**src/rtl/clk_period_meter_if.sv**
```systemverilog
// rtl/clk_period_meter_if.sv - signal, control and result bundle for clk_period_meter
interface clk_period_meter_if #(
  parameter int CNT_W    = 16,
  parameter int AVG_LOG2 = 3
);
  logic                      sig_in;
  logic                      clr;
  logic [CNT_W-1:0]          expect_period;
  logic [CNT_W-1:0]          tol;
  logic [CNT_W-1:0]          period;
  logic [CNT_W-1:0]          high_time;
  logic                      meas_valid;
  logic [CNT_W+AVG_LOG2-1:0] avg_sum;
  logic                      avg_valid;
  logic                      locked;
  logic                      period_err;
  logic                      timeout;

  modport master (
    output sig_in, clr, expect_period, tol,
    input  period, high_time, meas_valid, avg_sum, avg_valid, locked, period_err, timeout
  );

  modport slave (
    input  sig_in, clr, expect_period, tol,
    output period, high_time, meas_valid, avg_sum, avg_valid, locked, period_err, timeout
  );
endinterface

```
**src/rtl/clk_period_meter.sv**
```systemverilog
// rtl/clk_period_meter.sv - period / high-time meter with lock, mismatch and timeout flags
// Samples a periodic signal in the clk domain and publishes one measurement per rising edge.
module clk_period_meter #(
  parameter int CNT_W       = 16,
  parameter int SYNC_STAGES = 2,
  parameter int AVG_LOG2    = 3,
  parameter int TIMEOUT     = 1024,
  parameter int LOCK_CNT    = 4
) (
  input logic               clk,
  input logic               rstn,
  clk_period_meter_if.slave mon
);
  localparam logic [1:0] ST_IDLE = 2'd0;
  localparam logic [1:0] ST_MEAS = 2'd1;
  localparam logic [1:0] ST_TOUT = 2'd2;

  localparam int MATCH_W = $clog2(LOCK_CNT + 1);
  localparam int ACC_W   = CNT_W + AVG_LOG2;

  localparam logic [CNT_W-1:0]    TIMEOUT_C = CNT_W'(TIMEOUT);
  localparam logic [MATCH_W-1:0]  LOCK_C    = MATCH_W'(LOCK_CNT);
  localparam logic [AVG_LOG2-1:0] WIN_LAST  = '1;
  localparam logic [CNT_W-1:0]    ONE_C     = CNT_W'(1);

  logic sync_out;

  generate
    if (SYNC_STAGES == 0) begin : g_nosync
      assign sync_out = mon.sig_in;
    end else begin : g_sync
      logic [SYNC_STAGES-1:0] sync_q;
      always_ff @(posedge clk or negedge rstn) begin
        if (!rstn) begin
          sync_q <= '0;
        end else begin
          sync_q[0] <= mon.sig_in;
          for (int i = 1; i < SYNC_STAGES; i++) sync_q[i] <= sync_q[i-1];
        end
      end
      assign sync_out = sync_q[SYNC_STAGES-1];
    end
  endgenerate

  // clr deliberately leaves s_q/sd_q alone so the edge history survives a clear
  logic s_q, sd_q;
  always_ff @(posedge clk or negedge rstn) begin
    if (!rstn) begin
      s_q  <= 1'b0;
      sd_q <= 1'b0;
    end else begin
      s_q  <= sync_out;
      sd_q <= s_q;
    end
  end

  logic rise, fall;
  assign rise = s_q & ~sd_q;
  assign fall = ~s_q & sd_q;

  logic [1:0]          state_q, state_d;
  logic [CNT_W-1:0]    cnt_q, cnt_d;
  logic [CNT_W-1:0]    hcnt_q, hcnt_d;
  logic [CNT_W-1:0]    hi_pend_q, hi_pend_d;
  logic [CNT_W-1:0]    period_q, period_d;
  logic [CNT_W-1:0]    high_time_q, high_time_d;
  logic                meas_valid_q, meas_valid_d;
  logic [ACC_W-1:0]    avg_sum_q, avg_sum_d;
  logic                avg_valid_q, avg_valid_d;
  logic [ACC_W-1:0]    acc_q, acc_d;
  logic [AVG_LOG2-1:0] win_q, win_d;
  logic [MATCH_W-1:0]  match_q, match_d;
  logic                locked_q, locked_d;
  logic                period_err_q, period_err_d;
  logic                timeout_q, timeout_d;

  // cnt_q is the period being closed whenever rise is high in MEAS
  logic [CNT_W-1:0] diff;
  logic             in_tol;
  logic [ACC_W-1:0] acc_sum;
  assign diff    = (cnt_q >= mon.expect_period) ? cnt_q - mon.expect_period
                                                : mon.expect_period - cnt_q;
  assign in_tol  = (diff <= mon.tol);
  assign acc_sum = acc_q + ACC_W'(cnt_q);

  always_comb begin
    state_d      = state_q;
    cnt_d        = cnt_q;
    hcnt_d       = hcnt_q;
    hi_pend_d    = hi_pend_q;
    period_d     = period_q;
    high_time_d  = high_time_q;
    meas_valid_d = 1'b0;
    avg_sum_d    = avg_sum_q;
    avg_valid_d  = 1'b0;
    acc_d        = acc_q;
    win_d        = win_q;
    match_d      = match_q;
    locked_d     = locked_q;
    period_err_d = 1'b0;
    timeout_d    = timeout_q;

    case (state_q)
      ST_IDLE: begin
        if (rise) begin
          state_d = ST_MEAS;
          cnt_d   = ONE_C;
          hcnt_d  = ONE_C;
        end
      end
      ST_MEAS: begin
        if (rise) begin
          cnt_d        = ONE_C;
          hcnt_d       = ONE_C;
          period_d     = cnt_q;
          high_time_d  = hi_pend_q;
          meas_valid_d = 1'b1;
          if (win_q == WIN_LAST) begin
            avg_sum_d   = acc_sum;
            avg_valid_d = 1'b1;
            acc_d       = '0;
            win_d       = '0;
          end else begin
            acc_d = acc_sum;
            win_d = win_q + 1'b1;
          end
          if (mon.expect_period == '0) begin
            match_d  = '0;
            locked_d = 1'b0;
          end else if (in_tol) begin
            match_d  = (match_q == LOCK_C) ? match_q : match_q + 1'b1;
            locked_d = (match_d == LOCK_C);
          end else begin
            period_err_d = 1'b1;
            match_d      = '0;
            locked_d     = 1'b0;
          end
        end else if (cnt_q == TIMEOUT_C) begin
          state_d   = ST_TOUT;
          timeout_d = 1'b1;
          locked_d  = 1'b0;
          match_d   = '0;
          acc_d     = '0;
          win_d     = '0;
        end else begin
          cnt_d = cnt_q + 1'b1;
          if (s_q) hcnt_d = hcnt_q + 1'b1;
          if (fall) hi_pend_d = hcnt_q;
        end
      end
      ST_TOUT: begin
        if (rise) begin
          state_d   = ST_MEAS;
          timeout_d = 1'b0;
          cnt_d     = ONE_C;
          hcnt_d    = ONE_C;
        end
      end
      default: state_d = ST_IDLE;
    endcase

    if (mon.clr) begin
      state_d      = ST_IDLE;
      cnt_d        = '0;
      hcnt_d       = '0;
      hi_pend_d    = '0;
      period_d     = '0;
      high_time_d  = '0;
      meas_valid_d = 1'b0;
      avg_sum_d    = '0;
      avg_valid_d  = 1'b0;
      acc_d        = '0;
      win_d        = '0;
      match_d      = '0;
      locked_d     = 1'b0;
      period_err_d = 1'b0;
      timeout_d    = 1'b0;
    end
  end

  always_ff @(posedge clk or negedge rstn) begin
    if (!rstn) begin
      state_q      <= ST_IDLE;
      cnt_q        <= '0;
      hcnt_q       <= '0;
      hi_pend_q    <= '0;
      period_q     <= '0;
      high_time_q  <= '0;
      meas_valid_q <= 1'b0;
      avg_sum_q    <= '0;
      avg_valid_q  <= 1'b0;
      acc_q        <= '0;
      win_q        <= '0;
      match_q      <= '0;
      locked_q     <= 1'b0;
      period_err_q <= 1'b0;
      timeout_q    <= 1'b0;
    end else begin
      state_q      <= state_d;
      cnt_q        <= cnt_d;
      hcnt_q       <= hcnt_d;
      hi_pend_q    <= hi_pend_d;
      period_q     <= period_d;
      high_time_q  <= high_time_d;
      meas_valid_q <= meas_valid_d;
      avg_sum_q    <= avg_sum_d;
      avg_valid_q  <= avg_valid_d;
      acc_q        <= acc_d;
      win_q        <= win_d;
      match_q      <= match_d;
      locked_q     <= locked_d;
      period_err_q <= period_err_d;
      timeout_q    <= timeout_d;
    end
  end

  assign mon.period     = period_q;
  assign mon.high_time  = high_time_q;
  assign mon.meas_valid = meas_valid_q;
  assign mon.avg_sum    = avg_sum_q;
  assign mon.avg_valid  = avg_valid_q;
  assign mon.locked     = locked_q;
  assign mon.period_err = period_err_q;
  assign mon.timeout    = timeout_q;
endmodule
```
**src/flat_wrapper.sv**
```systemverilog
// flat-port wrapper written by rule: the top's interface ports become plain ports
module clk_period_meter_flat 
#(
  parameter int CNT_W       = 16,
  parameter int SYNC_STAGES = 2,
  parameter int AVG_LOG2    = 3,
  parameter int TIMEOUT     = 1024,
  parameter int LOCK_CNT    = 4
)
  (clk, rstn, mon_sig_in, mon_clr, mon_expect_period, mon_tol, mon_period, mon_high_time, mon_meas_valid, mon_avg_sum, mon_avg_valid, mon_locked, mon_period_err, mon_timeout);
  clk_period_meter_if #(.CNT_W(CNT_W), .AVG_LOG2(AVG_LOG2)) mon_i ();
  input logic clk;
  input logic rstn;
  input wire logic [$bits(mon_i.sig_in)-1:0] mon_sig_in;
  input wire logic [$bits(mon_i.clr)-1:0] mon_clr;
  input wire logic [$bits(mon_i.expect_period)-1:0] mon_expect_period;
  input wire logic [$bits(mon_i.tol)-1:0] mon_tol;
  output wire logic [$bits(mon_i.period)-1:0] mon_period;
  output wire logic [$bits(mon_i.high_time)-1:0] mon_high_time;
  output wire logic [$bits(mon_i.meas_valid)-1:0] mon_meas_valid;
  output wire logic [$bits(mon_i.avg_sum)-1:0] mon_avg_sum;
  output wire logic [$bits(mon_i.avg_valid)-1:0] mon_avg_valid;
  output wire logic [$bits(mon_i.locked)-1:0] mon_locked;
  output wire logic [$bits(mon_i.period_err)-1:0] mon_period_err;
  output wire logic [$bits(mon_i.timeout)-1:0] mon_timeout;
  assign mon_i.sig_in = mon_sig_in;
  assign mon_i.clr = mon_clr;
  assign mon_i.expect_period = mon_expect_period;
  assign mon_i.tol = mon_tol;
  assign mon_period = mon_i.period;
  assign mon_high_time = mon_i.high_time;
  assign mon_meas_valid = mon_i.meas_valid;
  assign mon_avg_sum = mon_i.avg_sum;
  assign mon_avg_valid = mon_i.avg_valid;
  assign mon_locked = mon_i.locked;
  assign mon_period_err = mon_i.period_err;
  assign mon_timeout = mon_i.timeout;
  clk_period_meter #(.CNT_W(CNT_W), .SYNC_STAGES(SYNC_STAGES), .AVG_LOG2(AVG_LOG2), .TIMEOUT(TIMEOUT), .LOCK_CNT(LOCK_CNT)) u_core (.clk(clk), .rstn(rstn), .mon(mon_i));
endmodule
```
**config.mk**
```make
export PLATFORM = sky130hd
export DESIGN_NAME = clk_period_meter_flat
export DESIGN_NICKNAME = d
export VERILOG_FILES = /design/src/rtl/clk_period_meter_if.sv /design/src/rtl/clk_period_meter.sv /design/src/flat_wrapper.sv
export SDC_FILE = /design/constraint.sdc
export NUM_CORES = 1
export LEC_CHECK = 0
export BUFFER_PORTS_ARGS = -buffer_cell sky130_fd_sc_hd__buf_2
export CORE_ASPECT_RATIO = 1.4
export CORE_MARGIN = 3
export CORE_UTILIZATION = 60
export CTS_CLUSTER_DIAMETER = 100
export DETAILED_ROUTE_END_ITERATION = 6
export GPL_ROUTABILITY_DRIVEN = 0
export PLACE_DENSITY = 0.79
export SETUP_SLACK_MARGIN = 0.1
export SYNTH_ARGS = -nofsm -noshare
export SYNTH_HDL_FRONTEND = slang
export SYNTH_SLANG_ARGS = --single-unit
```
**constraint.sdc**
```tcl
create_clock -name clk -period 5.3 [get_ports clk]
set_clock_uncertainty 0.05 [all_clocks]
set_input_delay 0.265 -clock clk [delete_from_list [all_inputs] [get_ports clk]]
set_output_delay 0.265 -clock clk [all_outputs]
set_load 0.01 [all_outputs]
```
Word-level counts from Yosys, hierarchy flattened --
Index checks and enable logic that the tools add are counted.
Cells by class: $add $sub $neg 7, order comparisons 2, equal/unequal tests 14, mux-type cells 70, bitwise logic cells 4, reductions and logical operators 18
Operators by type and width (number):
- 16-bit two-way mux | 20
- 19-bit two-way mux | 9
- 16-bit case mux with 2 select lines | 2
- 3-bit two-way mux | 11
- 16-bit by 1-bit adder with 16-bit output, second input constant | 2
- 16-bit subtractor | 2
- 1-bit two-way mux | 22
- 19-bit by 16-bit adder with 19-bit output | 1
- 16-bit by 11-bit == test with 1-bit output, second input constant | 1
- 16-bit greater-or-equal comparator | 1
- 16-bit <= comparator | 1
- 16-bit zero test | 1
- 4-bit AND reduction | 3
- 3-bit == test, second input constant | 3
- 3-bit AND reduction | 3
- 3-bit nonzero test | 3
- 2-bit two-way mux | 4
- 2-bit nonzero test | 4
- 3-bit by 1-bit adder with 3-bit output, second input constant | 2
- 3-bit by 2-bit != test with 1-bit output, second input constant | 2
- 2-bit != test, second input constant | 2
- 4-bit by 2-bit != test with 1-bit output, second input constant | 1
- 4-bit by 3-bit != test with 1-bit output, second input constant | 1
- 2-bit case mux with 2 select lines | 1
- other kinds (10) | 13
Word-level totals: flip-flop bits (word level) 135, input port bits 36, output and inout bits 56, logic and storage cells 133

Depth between registers and ports, before layout --
Gate-level depths: netlist of the first run.
word-level depth 8, mapped depth 20, gate-level depth less buffers 19

Least setup slack after synthesis of the first run --
Ideal clock, no wire load.
path kind reg2reg, start reg u_core.cnt_q[0], end reg u_core.match_q[1], setup time 0.067 ns, arrival time 3.856 ns, required time 5.183 ns, slack 1.327 ns, cell stages (with the launch flop) 21, buffers on the path 1, period minus slack after synthesis 3.973 ns, cell sequence dfrtp_1 -> inv_1 -> ha_1 -> inv_1 -> fa_1 -> nand3_1 -> a31o_1 -> a21oi_2 -> o31a_1 -> buf_6 -> mux2_4 -> a31oi_2 -> xnor2_1 -> ha_1 -> a21o_1 -> a21o_1 -> a21oi_1 -> a2bb2oi_1 -> a31oi_1 -> o31ai_1 -> a32o_1
Between the ends: cells in the longest elaborated chain, start to end 8, elaborated cells between the ends (all ways) 13, those cells by class add/sub (2); order compare (2); eq/ne (1); mux (6); reduce/logical (2)
RTL lines:
- start, declared | RTL line clk_period_meter.sv:62 | logic [CNT_W-1:0] cnt_q, cnt_d;
- start signal, assigned | RTL line clk_period_meter.sv:200 | cnt_q <= cnt_d;
- 16-bit subtractor, or another cell as far along | RTL line clk_period_meter.sv:82 | : mon.expect_period - cnt_q;
- 16-bit two-way mux | RTL line clk_period_meter.sv:81 | assign diff = (cnt_q >= mon.expect_period) ? cnt_q - mon.expect_period
- 16-bit <= comparator | RTL line clk_period_meter.sv:83 | assign in_tol = (diff <= mon.tol);
- 3-bit two-way mux | RTL line clk_period_meter.sv:130 | end else if (in_tol) begin
- 3-bit two-way mux | RTL line clk_period_meter.sv:127 | if (mon.expect_period == '0) begin
- 3-bit two-way mux | RTL line clk_period_meter.sv:112 | if (rise) begin
- 3-bit two-way mux | RTL line clk_period_meter.sv:103 | case (state_q)
- 3-bit two-way mux | RTL line clk_period_meter.sv:162 | if (mon.clr) begin
- end signal, assigned | RTL line clk_period_meter.sv:210 | match_q <= match_d;
- end, declared | RTL line clk_period_meter.sv:72 | logic [MATCH_W-1:0] match_q, match_d;
Several ways; a longest one is shown, not always the timed one. The select of a mux whose other input is x is not followed. A chain may end at the register's enable or synchronous reset.

Worst setup path after layout of the first run --
start reg u_core.cnt_q[3], end reg u_core.match_q[1]
Same word-level chain as after synthesis.

==> impl_results.md, run 1 <==
- EDFF count, synth: 0
- RSZ-0062 raised after global routing: no
- Core Region: 13500 um^2
- Final ANT Viol Nets: 0
- Power Density: about 260 nW/um^2
- Leakage power: around 4.8 nW
- R2R Setup Slk: 0.65 ns
- Slew of the pin with the lowest slew margin: between 1 and 1.5 ns
- Rel. slew slack: roughly 31%
- Mapped Nets: between 900 and 1000
- Sw Share: 25.2%
- Combinational Power Share: 9.2%
- Critical R2R Launch: u_core.cnt_q[3]
- Flop pwr share: about two fifths
- Crit path time final: 4.65 ns
- Clock-pin slew on the worst setup and hold paths: ~0.06 ns
- Post-Route Setup TNS: 0 ns
- Row cnt: 50
- Sw Pwr: around 0.64 mW
- Final setup fails: 0
- Vias in the first global route: 7107
- Clk sinks: around 140
- Unique masters post-synth: 74
- Hold path start: u_core.g_sync.sync_q[0]
- Max Cap Viol: 0
- Post-Syn Instances: around 860
- Critical Path RT: 5.55 ns
- Final Hold Fails: 0
- Largest net degree at the start of global routing: just over 80
- Largest fanout on the critical path: 12
- Min-Delay Path Class: flip-flop to flip-flop
- Asr flop ratio synth: 100%
- Grt ovf: 0
- Layout cell share with drive strength beyond 1: 16.8%
- Power Internal: 1.89 mW
- TritonCTS clock tree: built
- 1st-pass router iterations: 5
- Max Buffers Root-to-Sink: 2
- NumNets Final: approximately 1100
- Drt total wl: between 20 and 25 mm
- Clk pwr share: 49.4%
- Port Buffers: 91
- Vias per cell: between 6 and 7
- Starting Density: about three fifths
- DR DRC count: 0
- RR Endpoint: u_core.match_q[1]
- ANT cells: 0
- VDD IR max: 0.215 mV
- Setup CP Type: flip-flop to flip-flop
- #FFs+latches synth: between 100 and 150
- Highest clock rate: 215 MHz
- Initial drt markers: 404
- Worst skew pair latency: approximately 0.42 ns
- Setup Buffers After CTS: 0
- Post-CTS Resized: 0
- Ys Warns: 0
- Global-route usage over all layers: between 20% and 30%
- Horiz. Die Dim: 106 um
- Post-route clock period utilization: between 80% and 90%
- Die ar.: approximately 15000 um^2
- Vias: between 6000 and 7000
- Outcome: finished, final reports clean
- Htree depth: 4
- Synth-to-layout area growth: 14.6%
- Critical Path AT: approximately 5 ns
- First-pass GRT wire length: 34.8 mm
- Worst setup startpoint: u_core.cnt_q[3]
- Syn Area/Cell: a little under 10 um^2
- Most common cell after layout, fill and taps aside: dfrtp_1
- Crit end category: flip-flop
- Root Buffer: clkbuf_16
- FF-to-FF path depth: 16
- Die H: roughly 150 um
- Synth Cell Area: 8370 um^2
- WHS Endpoint: u_core.g_sync.sync_q[1]
- Critical Path Start Type: flip-flop
- Dominant synthesized flop cell: dfrtp_1
- Final Max Slew Viols: 0
- Initial antenna violation count: 0
- Hold buffers post-CTS: 2
- Inserted Clock Buffers: 17
- Fin util: about 71%
- Post-synthesis sequential area ratio: between 40% and 50%
- Wire per inst: around 19 um
- Commonest cells after routing, fill and taps aside: 135 x dfrtp_1, 90 x buf_2, 70 x ha_1, 65 x inv_1, 59 x a22o_1
- Num ports: 92
- Worst Hold Path Cells: 0
- Fillcell total: 1061
- Post-DP HPWL: around 15 mm
[stage by stage]
step           worst slack (ns)  instances  power [mW]  instance area [um^2]  hold slack, ns
2_1_floorplan              1.33        861        1.21                  8370         -0.0806
3_3_place_gp              0.854       1106        1.29                  8950           0.284
3_5_place_dp              0.748       1106        1.29                  8950           0.285
4_1_cts                   0.738       1140        2.54                  9590           0.299
5_1_grt                   0.334       1140        2.61                  9590           0.318
6_report                  0.649       1140        2.52                  9590           0.298
[kinds of logic after synthesis]
family	after synthesis	share of synthesized area, %
compound gates	256	21.7
simple gates	219	13.3
flops	135	40.4
buf+inv	104	5.37
fa+ha+maj	73	11.2
xor+xnor	50	5.23
mux	24	2.94
[sequential cells by signal, summed over array words and instances (netlist names)]
register and count:
u_core.acc_q 19, u_core.cnt_q 16, u_core.g_sync.sync_q 2, u_core.hcnt_q 16
u_core.hi_pend_q 16, u_core.match_q 3, u_core.mon.avg_sum 19, u_core.mon.avg_valid 1
u_core.mon.high_time 16, u_core.mon.locked 1, u_core.mon.meas_valid 1, u_core.mon.period 16
u_core.mon.period_err 1, u_core.mon.timeout 1, u_core.s_q 1, u_core.sd_q 1
u_core.state_q 2, u_core.win_q 3
[power groups by stage]
stage	registers [mW]	logic [mW]	clock network, mW
2_1_floorplan	1.06	0.152	0
3_3_place_gp	1.06	0.227	0
3_5_place_dp	1.06	0.231	0
4_1_cts	1.05	0.233	1.26
5_1_grt	1.05	0.260	1.31
6_report	1.05	0.233	1.25
[worst max path at each step]
| stage | end | slack, ns | depth (start not counted) |
|---|---|---|---|
| 6_report | u_core.match_q[1] | 0.65 | 16 |
| 5_1_grt | u_core.match_q[1] | 0.33 | 19 |
| 4_1_cts | u_core.match_q[1] | 0.74 | 16 |
| 3_5_place_dp | u_core.match_q[1] | 0.75 | 19 |
| 3_3_place_gp | u_core.match_q[1] | 0.85 | 19 |
| 2_1_floorplan | u_core.match_q[1] | 1.33 | 20 |
[Yosys cell counts, types with 8 or more instances]
cell | n | area [um^2]
ha_1 | 70 | 876
dfrtp_1 | 135 | 3380
nand2_1 | 51 | 191
xnor2_1 | 34 | 298
o21ai_0 | 36 | 180
o21a_1 | 14 | 105
nand3_1 | 16 | 80.1
xor2_1 | 16 | 140
nand4_1 | 22 | 138
mux2i_1 | 22 | 220
nor3_1 | 17 | 85.1
inv_1 | 65 | 244
nor4_1 | 13 | 81.3
buf_2 | 14 | 70.1
a21oi_1 | 48 | 240
o31ai_1 | 8 | 60.1
a21o_1 | 22 | 165
o21ai_1 | 12 | 60.1
a22o_1 | 59 | 517
clkbuf_1 | 19 | 71.3
nor2_1 | 57 | 214
[worst max-delay path: stages, from the launching register on]
cell and delay [ns]:
dfrtp_1 0.51, ha_1 0.49, nand4_1 0.17, a31o_1 0.27
a21oi_2 0.15, o31a_1 0.56, buf_4 0.29, mux2i_1 0.22
a21boi_1 0.22, xnor2_1 0.09, ha_1 0.31, nand4_1 0.14
nor3_1 0.18, o21ai_0 0.10, a31oi_1 0.41, o31ai_1 0.17
a32o_1 0.22
[layer usage]
layer	part of all wire, %	vias up	track usage (%)	wire length, um
met1	39	3386	32.8	8380
met5	0	-	0	0
met4	4.1	0	13.7	885
li1	-	3289	-	-
met2	51	255	49.5	11000
met3	5.1	69	4.97	1100
[layout make-up]
| type | count | area (um^2) | share of cell area [%] |
|---|---|---|---|
| multi-input combinational | 622 | 4550 | 47.5 |
| sequential | 135 | 3380 | 35.2 |
| timing repair buffer | 104 | 564 | 5.88 |
| clock buffer | 18 | 439 | 4.58 |
| inverter | 65 | 244 | 2.54 |
| tap | 182 | 228 | 2.37 |
| clock inverter | 14 | 185 | 1.93 |
Note: power is estimated with default switching activity, not from simulation.
==> run 2: changes to the inputs <==
--- a/config.mk
+++ b/config.mk
@@ -5,12 +5,12 @@
 export SDC_FILE = /design/constraint.sdc
 export NUM_CORES = 1
 export LEC_CHECK = 0
-export BUFFER_PORTS_ARGS = -buffer_cell sky130_fd_sc_hd__buf_2
 export CORE_ASPECT_RATIO = 1.4
 export CORE_MARGIN = 3
-export CORE_UTILIZATION = 60
+export CORE_UTILIZATION = 65
 export CTS_CLUSTER_DIAMETER = 100
 export DETAILED_ROUTE_END_ITERATION = 6
+export DONT_BUFFER_PORTS = 1
 export GPL_ROUTABILITY_DRIVEN = 0
 export PLACE_DENSITY = 0.79
 export SETUP_SLACK_MARGIN = 0.1
==> impl_results.md, run 2 (same netlist as run 1, synthesis figures left out) <==
- Sw Share: 24.7% (was 25.2%)
- Critical Path AT: 4.91 ns (about the same)
- Inserted Clock Buffers: 17 (unchanged)
- Met3 usage: 6.13% (was 4.97%)
- RSZ-0062 raised after global routing: no (unchanged)
- DR DRC count: 0 (unchanged)
- Worst skew pair latency: 0.42 ns (about the same)
- Rel. slew slack: 27.1% (was 31.0%)
- Leakage power: 4.30 nW (was 4.75 nW)
- Flop pwr share: 42.2% (was 41.4%)
- Crit end category: flip-flop (unchanged)
- Post-route clock period utilization: 86.9% (was 87.8%)
- Fin util: 72.7% (was 71.0%)
- Busiest layer in global routing: met2 (unchanged)
- Global-route usage over all layers: 31.0% (was 28.1%)
- Critical Path RT: 5.60 ns (was 5.55 ns)
- Core Region: 12500 um^2 (was 13500 um^2)
- Grt met2 use: 51.7% (was 49.5%)
- Horiz. Die Dim: 102 um (was 106 um)
- Largest net degree at the start of global routing: 136 (was 81)
- Die ar.: 14300 um^2 (was 15400 um^2)
- NumNets Final: 961 (was 1054)
- Min-Delay Path Class: input port to flip-flop (was flip-flop to flip-flop)
- Highest clock rate: 217 MHz (was 215 MHz)
- Final Hold Fails: 0 (unchanged)
- Post-DP HPWL: 15.5 mm (about the same)
- TritonCTS clock tree: built (unchanged)
- Worst hold slack: 0.0166 ns (was 0.298 ns)
- GR Util met1: 35.9% (was 32.8%)
- Num ports: 92 (unchanged)
- Final ANT Viol Nets: 0 (unchanged)
- Design area: 9090 um^2 (was 9590 um^2)
- Cells along the critical path: inv_1 -> ha_1 -> inv_1 -> fa_1 -> nand3_1 -> a31o_1 -> a21oi_2 -> o31a_2 -> mux2i_1 -> a31oi_2 -> xnor2_1 -> ha_1 -> a21o_1 -> a21o_1 -> a21oi_1 -> a2bb2oi_1 -> a31oi_1 -> o31ai_1 -> a32o_1 (was ha_1 -> nand4_1 -> a31o_1 -> a21oi_2 -> o31a_1 -> buf_4 -> mux2i_1 -> a21boi_1 -> xnor2_1 -> ha_1 -> nand4_1 -> nor3_1 -> o21ai_0 -> a31oi_1 -> o31ai_1 -> a32o_1)
- Drt total wl: 21.4 mm (was 21.3 mm)
- Largest fanout on the critical path: 19 (was 12)
- Row cnt: 48 (was 50)
- ANT cells: 0 (unchanged)
- Commonest cells after routing, fill and taps aside: 135 x dfrtp_1, 70 x ha_1, 65 x inv_1, 59 x a22o_1, 57 x nor2_1 (was 135 x dfrtp_1, 90 x buf_2, 70 x ha_1, 65 x inv_1, 59 x a22o_1)
- Htree depth: 4 (unchanged)
- Setup Buffers After CTS: 0 (unchanged)
- 1st-pass router iterations: 6 (was 5)
- Worst path max stage delay: 0.53 ns (was 0.56 ns)
- Clock-pin slew on the worst setup and hold paths: 0.06 ns (about the same)
- Final Max Slew Viols: 0 (unchanged)
- Die H: 140 um (was 146 um)
- Initial antenna violation count: 0 (unchanged)
- Layout cell share with drive strength beyond 1: 7.64% (was 16.8%)
- Clk sinks: 135 (unchanged)
- CP max stage cell: o31a_2 (was o31a_1)
- Power Density: 273 nW/um^2 (was 263 nW/um^2)
- Max Buffers Root-to-Sink: 2 (unchanged)
- Critical Path Start Type: flip-flop (unchanged)
- Grt ovf: 0 (unchanged)
- Root Buffer: clkbuf_16 (unchanged)
- Vias per cell: 6.70 (was 6.14)
- First-pass GRT wire length: 34.7 mm (was 34.8 mm)
- Port Buffers: 0 (was 91)
- Initial drt markers: 518 (was 404)
- Vias: 6798 (was 6999)
- Synth-to-layout area growth: 8.53% (was 14.6%)
- Setup CP Type: flip-flop to flip-flop (unchanged)
- Slew of the pin with the lowest slew margin: 1.09 ns (was 1.03 ns)
- Outcome: finished, final reports clean (unchanged)
- Starting Density: 67.0% (was 62.0%)
- Final setup fails: 0 (unchanged)
- Clk pwr share: 49.2% (was 49.4%)
- Crit path time final: 4.60 ns (was 4.65 ns)
- Wire per inst: 21.1 um (was 18.7 um)
- Max Cap Viol: 0 (unchanged)
- Power Internal: 1.87 mW (was 1.89 mW)
- Most common cell after layout, fill and taps aside: dfrtp_1 (unchanged)
- Combinational Power Share: 8.6% (was 9.2%)
- Post-Route Setup TNS: 0 ns (unchanged)
- VDD IR max: 0.247 mV (was 0.215 mV)
- Post-DP Area: 8410 um^2 (was 8950 um^2)
- Sw Pwr: 0.612 mW (was 0.637 mW)
- Vias in the first global route: 6986 (was 7107)
==> run 2: final timing paths <==
path / from / depth (start not counted) / slack, ns / endpoint
hold reg to reg: u_core.g_sync.sync_q[0] / 0 / 0.30 / u_core.g_sync.sync_q[1]
hold / removal: mon_clr / 3 / 0.02 / u_core.win_q[1]
setup reg to reg: u_core.cnt_q[0] / 19 / 0.70 / u_core.match_q[1]
min in group asynchronous: rstn / 2 / 0.40 / u_core.mon.avg_sum[3]
max in group asynchronous: rstn / 2 / 4.25 / u_core.cnt_q[6]
setup / recovery: u_core.cnt_q[0] / 19 / 0.70 / u_core.match_q[1]
==> run 2: routing by layer <==
layer | vias to the layer above | share of wire [%]
li1 | 3095 | -
met1 | 3277 | 37
met2 | 319 | 50
met3 | 107 | 5.8
met4 | 0 | 6.8
met5 | - | 0
==> run 2: final cells by class <==
cell class                      instances  area [um^2]
Clock buffer                           18          439
Clock inverter                         13          169
Fill cell                             884         3410
Inverter                               65          244
Multi-Input combinational cell        622         4560
Sequential cell                       135         3380
Tap cell                              150          188
Timing Repair Buffer                   11          113
==> run 2: what timing repair did <==
item                                   in CTS  in global routing
hold buffers                                5                  0
setup endpoints to repair                   0                  2
resized for setup                           0                  1
endpoints found under the hold margin     162                  0
==> run 2: critical path, delay by kind of cell, from the launching register on <==
kind	cells	cell delay, ns
adders and majority gates	3	0.89
DFF	1	0.47
muxes	1	0.34
xor gates and xnor gates	1	0.15
AOI/OAI and AO/OA	11	2.29
and+or+nand+nor	1	0.11
buffers and inverters	2	0.22
==> run 2: stage by stage <==
step                      worst slack, ns  instances  total power [mW]
after floorplan                      1.33        861              1.21
after global placement              0.697        978              1.24
after detailed placement            0.461        978              1.25
after CTS                           0.452       1014              2.49
after global routing                0.315       1014              2.57
final                               0.695       1014              2.48
==> run 2: power groups by stage <==
stage,sequential (mW),clock [mW],combinational (mW)
finish,1.05,1.22,0.214
global route,1.05,1.29,0.241
CTS,1.05,1.23,0.213
detailed placement,1.06,0,0.183
global placement,1.06,0,0.175
floorplan,1.06,0,0.152
==> run 3: changes to the inputs <==
--- a/config.mk
+++ b/config.mk
@@ -7,13 +7,14 @@
 export LEC_CHECK = 0
 export CORE_ASPECT_RATIO = 1.4
 export CORE_MARGIN = 3
-export CORE_UTILIZATION = 65
+export CORE_UTILIZATION = 30
 export CTS_CLUSTER_DIAMETER = 100
 export DETAILED_ROUTE_END_ITERATION = 6
 export DONT_BUFFER_PORTS = 1
 export GPL_ROUTABILITY_DRIVEN = 0
-export PLACE_DENSITY = 0.79
+export PLACE_DENSITY = 0.42
 export SETUP_SLACK_MARGIN = 0.1
+export SLEW_MARGIN = 20
 export SYNTH_ARGS = -nofsm -noshare
 export SYNTH_HDL_FRONTEND = slang
 export SYNTH_SLANG_ARGS = --single-unit
==> impl_results.md, run 3 (same netlist as run 1, synthesis figures left out) <==
- Outcome: finished, final reports clean (unchanged)
- Inserted Clock Buffers: 17 (unchanged)
- Initial antenna violation count: 0 (unchanged)
- Starting Density: 30.8% (was 67.0%)
- Most common cell after layout, fill and taps aside: dfrtp_1 (unchanged)
- Layout cell share with drive strength beyond 1: 8.28% (was 7.64%)
- Global-route usage over all layers: 16.4% (was 31.0%)
- Htree depth: 4 (unchanged)
- Post-Route Setup TNS: 0 ns (unchanged)
- Post-route clock period utilization: 86.6% (was 86.9%)
- Setup CP Type: flip-flop to flip-flop (unchanged)
- Vias in the first global route: 6639 (was 6986)
- Max Cap Viol: 0 (unchanged)
- Num ports: 92 (unchanged)
- Fin util: 34.7% (was 72.7%)
- Die ar.: 30000 um^2 (was 14300 um^2)
- NumNets Final: 966 (was 961)
- Final setup margin: 0.710 ns (was 0.695 ns)
- Largest fanout on the critical path: 11 (was 19)
- Crit end category: flip-flop (unchanged)
- ANT cells: 0 (unchanged)
- Rel. slew slack: 38.8% (was 27.1%)
- Grt ovf: 0 (unchanged)
- Synth-to-layout area growth: 12.6% (was 8.53%)
- Worst skew pair latency: 0.43 ns (was 0.42 ns)
- Critical Path Start Type: flip-flop (unchanged)
- Largest net degree at the start of global routing: 136 (unchanged)
- DR DRC count: 0 (unchanged)
- Port Buffers: 0 (unchanged)
- Final setup fails: 0 (unchanged)
- VDD IR max: 0.227 mV (was 0.247 mV)
- Leakage power: 4.33 nW (was 4.30 nW)
- Vias per cell: 5.15 (was 6.70)
- 1st-pass router iterations: 4 (was 6)
- Clk sinks: 135 (unchanged)
- Final Hold Fails: 0 (unchanged)
- Die H: 204 um (was 140 um)
- Clock-pin slew on the worst setup and hold paths: 0.06 ns (about the same)
- Reg area: 3380 um^2 (unchanged)
- Highest clock rate: 218 MHz (was 217 MHz)
- Initial drt markers: 300 (was 518)
- Tot Pwr: 2.52 mW (was 2.48 mW)
- TritonCTS clock tree: built (unchanged)
- Root Buffer: clkbuf_16 (unchanged)
- Wire per inst: 19.6 um (was 21.1 um)
- Min-Delay Path Class: input port to flip-flop (unchanged)
- RSZ-0062 raised after global routing: no (unchanged)
- Core Region: 27200 um^2 (was 12500 um^2)
- Fillcell total: 2842 (was 884)
- Area of the multi-input gates: 4560 um^2 (about the same)
- Drt total wl: 24.2 mm (was 21.4 mm)
- Crit path time final: 4.59 ns (was 4.60 ns)
- Slew of the pin with the lowest slew margin: 0.917 ns (was 1.09 ns)
- Power Density: 267 nW/um^2 (was 273 nW/um^2)
- First-pass GRT wire length: 38.3 mm (was 34.7 mm)
- Final ANT Viol Nets: 0 (unchanged)
- Critical Path RT: 5.62 ns (was 5.60 ns)
- Final Max Slew Viols: 0 (unchanged)
- Setup Buffers After CTS: 0 (unchanged)
- Vias: 6361 (was 6798)
- Horiz. Die Dim: 147 um (was 102 um)
- Post-DP HPWL: 17.8 mm (was 15.5 mm)
- Max Buffers Root-to-Sink: 2 (unchanged)
- Critical Path AT: 4.91 ns (about the same)
- Commonest cells after routing, fill and taps aside: 135 x dfrtp_1, 70 x ha_1, 65 x inv_1, 59 x a22o_1, 57 x nor2_1 (unchanged)
- Row cnt: 71 (was 48)
- Worst slack at placement: 0.774 ns (was 0.461 ns)
==> run 3: changes by cell type in the layout (fill, tap and decap cells not counted), sizes merged <==
cell         delta
inv             -4
dlygate4sd3     -2
clkinv          -2
clkbuf          +4
buf             +7
clkinvlp        +3
==> run 3: final timing paths <==
path                                    startpoint               endpoint  slack (ns)  cells after the start
hold / removal                             mon_clr  u_core.mon.avg_sum[0]        0.05                      2
hold reg to reg            u_core.g_sync.sync_q[1]             u_core.s_q        0.30                      0
setup reg to reg                  u_core.cnt_q[11]      u_core.match_q[1]        0.71                     16
min in group asynchronous                     rstn       u_core.acc_q[14]        0.48                      2
setup / recovery                  u_core.cnt_q[11]      u_core.match_q[1]        0.71                     16
max in group asynchronous                     rstn   u_core.hi_pend_q[11]        4.16                      2
==> run 3: area by class of cell <==
| cell class | count | area share (%) |
|---|---|---|
| multi-input cells | 622 | 48.4 |
| flip-flops and latches | 135 | 35.8 |
| clock buffers | 22 | 5.14 |
| well taps | 365 | 4.84 |
| inverters | 65 | 2.59 |
| repair buffers | 16 | 1.67 |
| clock inverters | 10 | 1.51 |
==> run 3: report_power, final <==
| part | internal, mW | total, mW | switching (mW) |
|---|---|---|---|
| sequential | 1.04 | 1.05 | 0.00903 |
| combinational | 0.0769 | 0.220 | 0.143 |
| clock | 0.791 | 1.26 | 0.464 |
==> run 3: repair_timing <==
action                                  4_1_cts  5_1_grt
hold buffers                                  4        0
hold endpoints to repair                    162        0
endpoints found under the setup margin        0        0
resized for setup                             0        0
==> run 3: through the flow <==
step,std cells,hold WS [ns],cell area (um^2)
after floorplan,861,-0.0806,8370
after global placement,1199,-0.0709,8720
after detailed placement,1199,-0.0705,8720
after global routing,1235,0.0523,9430
final,1235,0.0530,9430
after CTS,1235,0.0346,9420
==> run 3: metal layers <==
layer,track usage (%),wire length [um],vias to the layer above
met5,0,0,-
met4,6.16,578,0
met3,4.25,1250,31
met2,28.6,12100,136
met1,19.3,10300,3085
li1,-,-,3109
==> run 3: critical path, cell delays in order (launching register included) <==
cell and delay, ns:
dfrtp_1 0.57, ha_1 0.60, nand4_1 0.29, a21oi_2 0.23, o31a_1 0.18, buf_4 0.20
mux2i_1 0.34, a31oi_2 0.14, xnor2_1 0.15, ha_1 0.31, a21o_1 0.17, a21o_1 0.17
a21oi_1 0.15, a2bb2oi_1 0.18, a31oi_1 0.24, o31ai_1 0.40, a32o_1 0.18
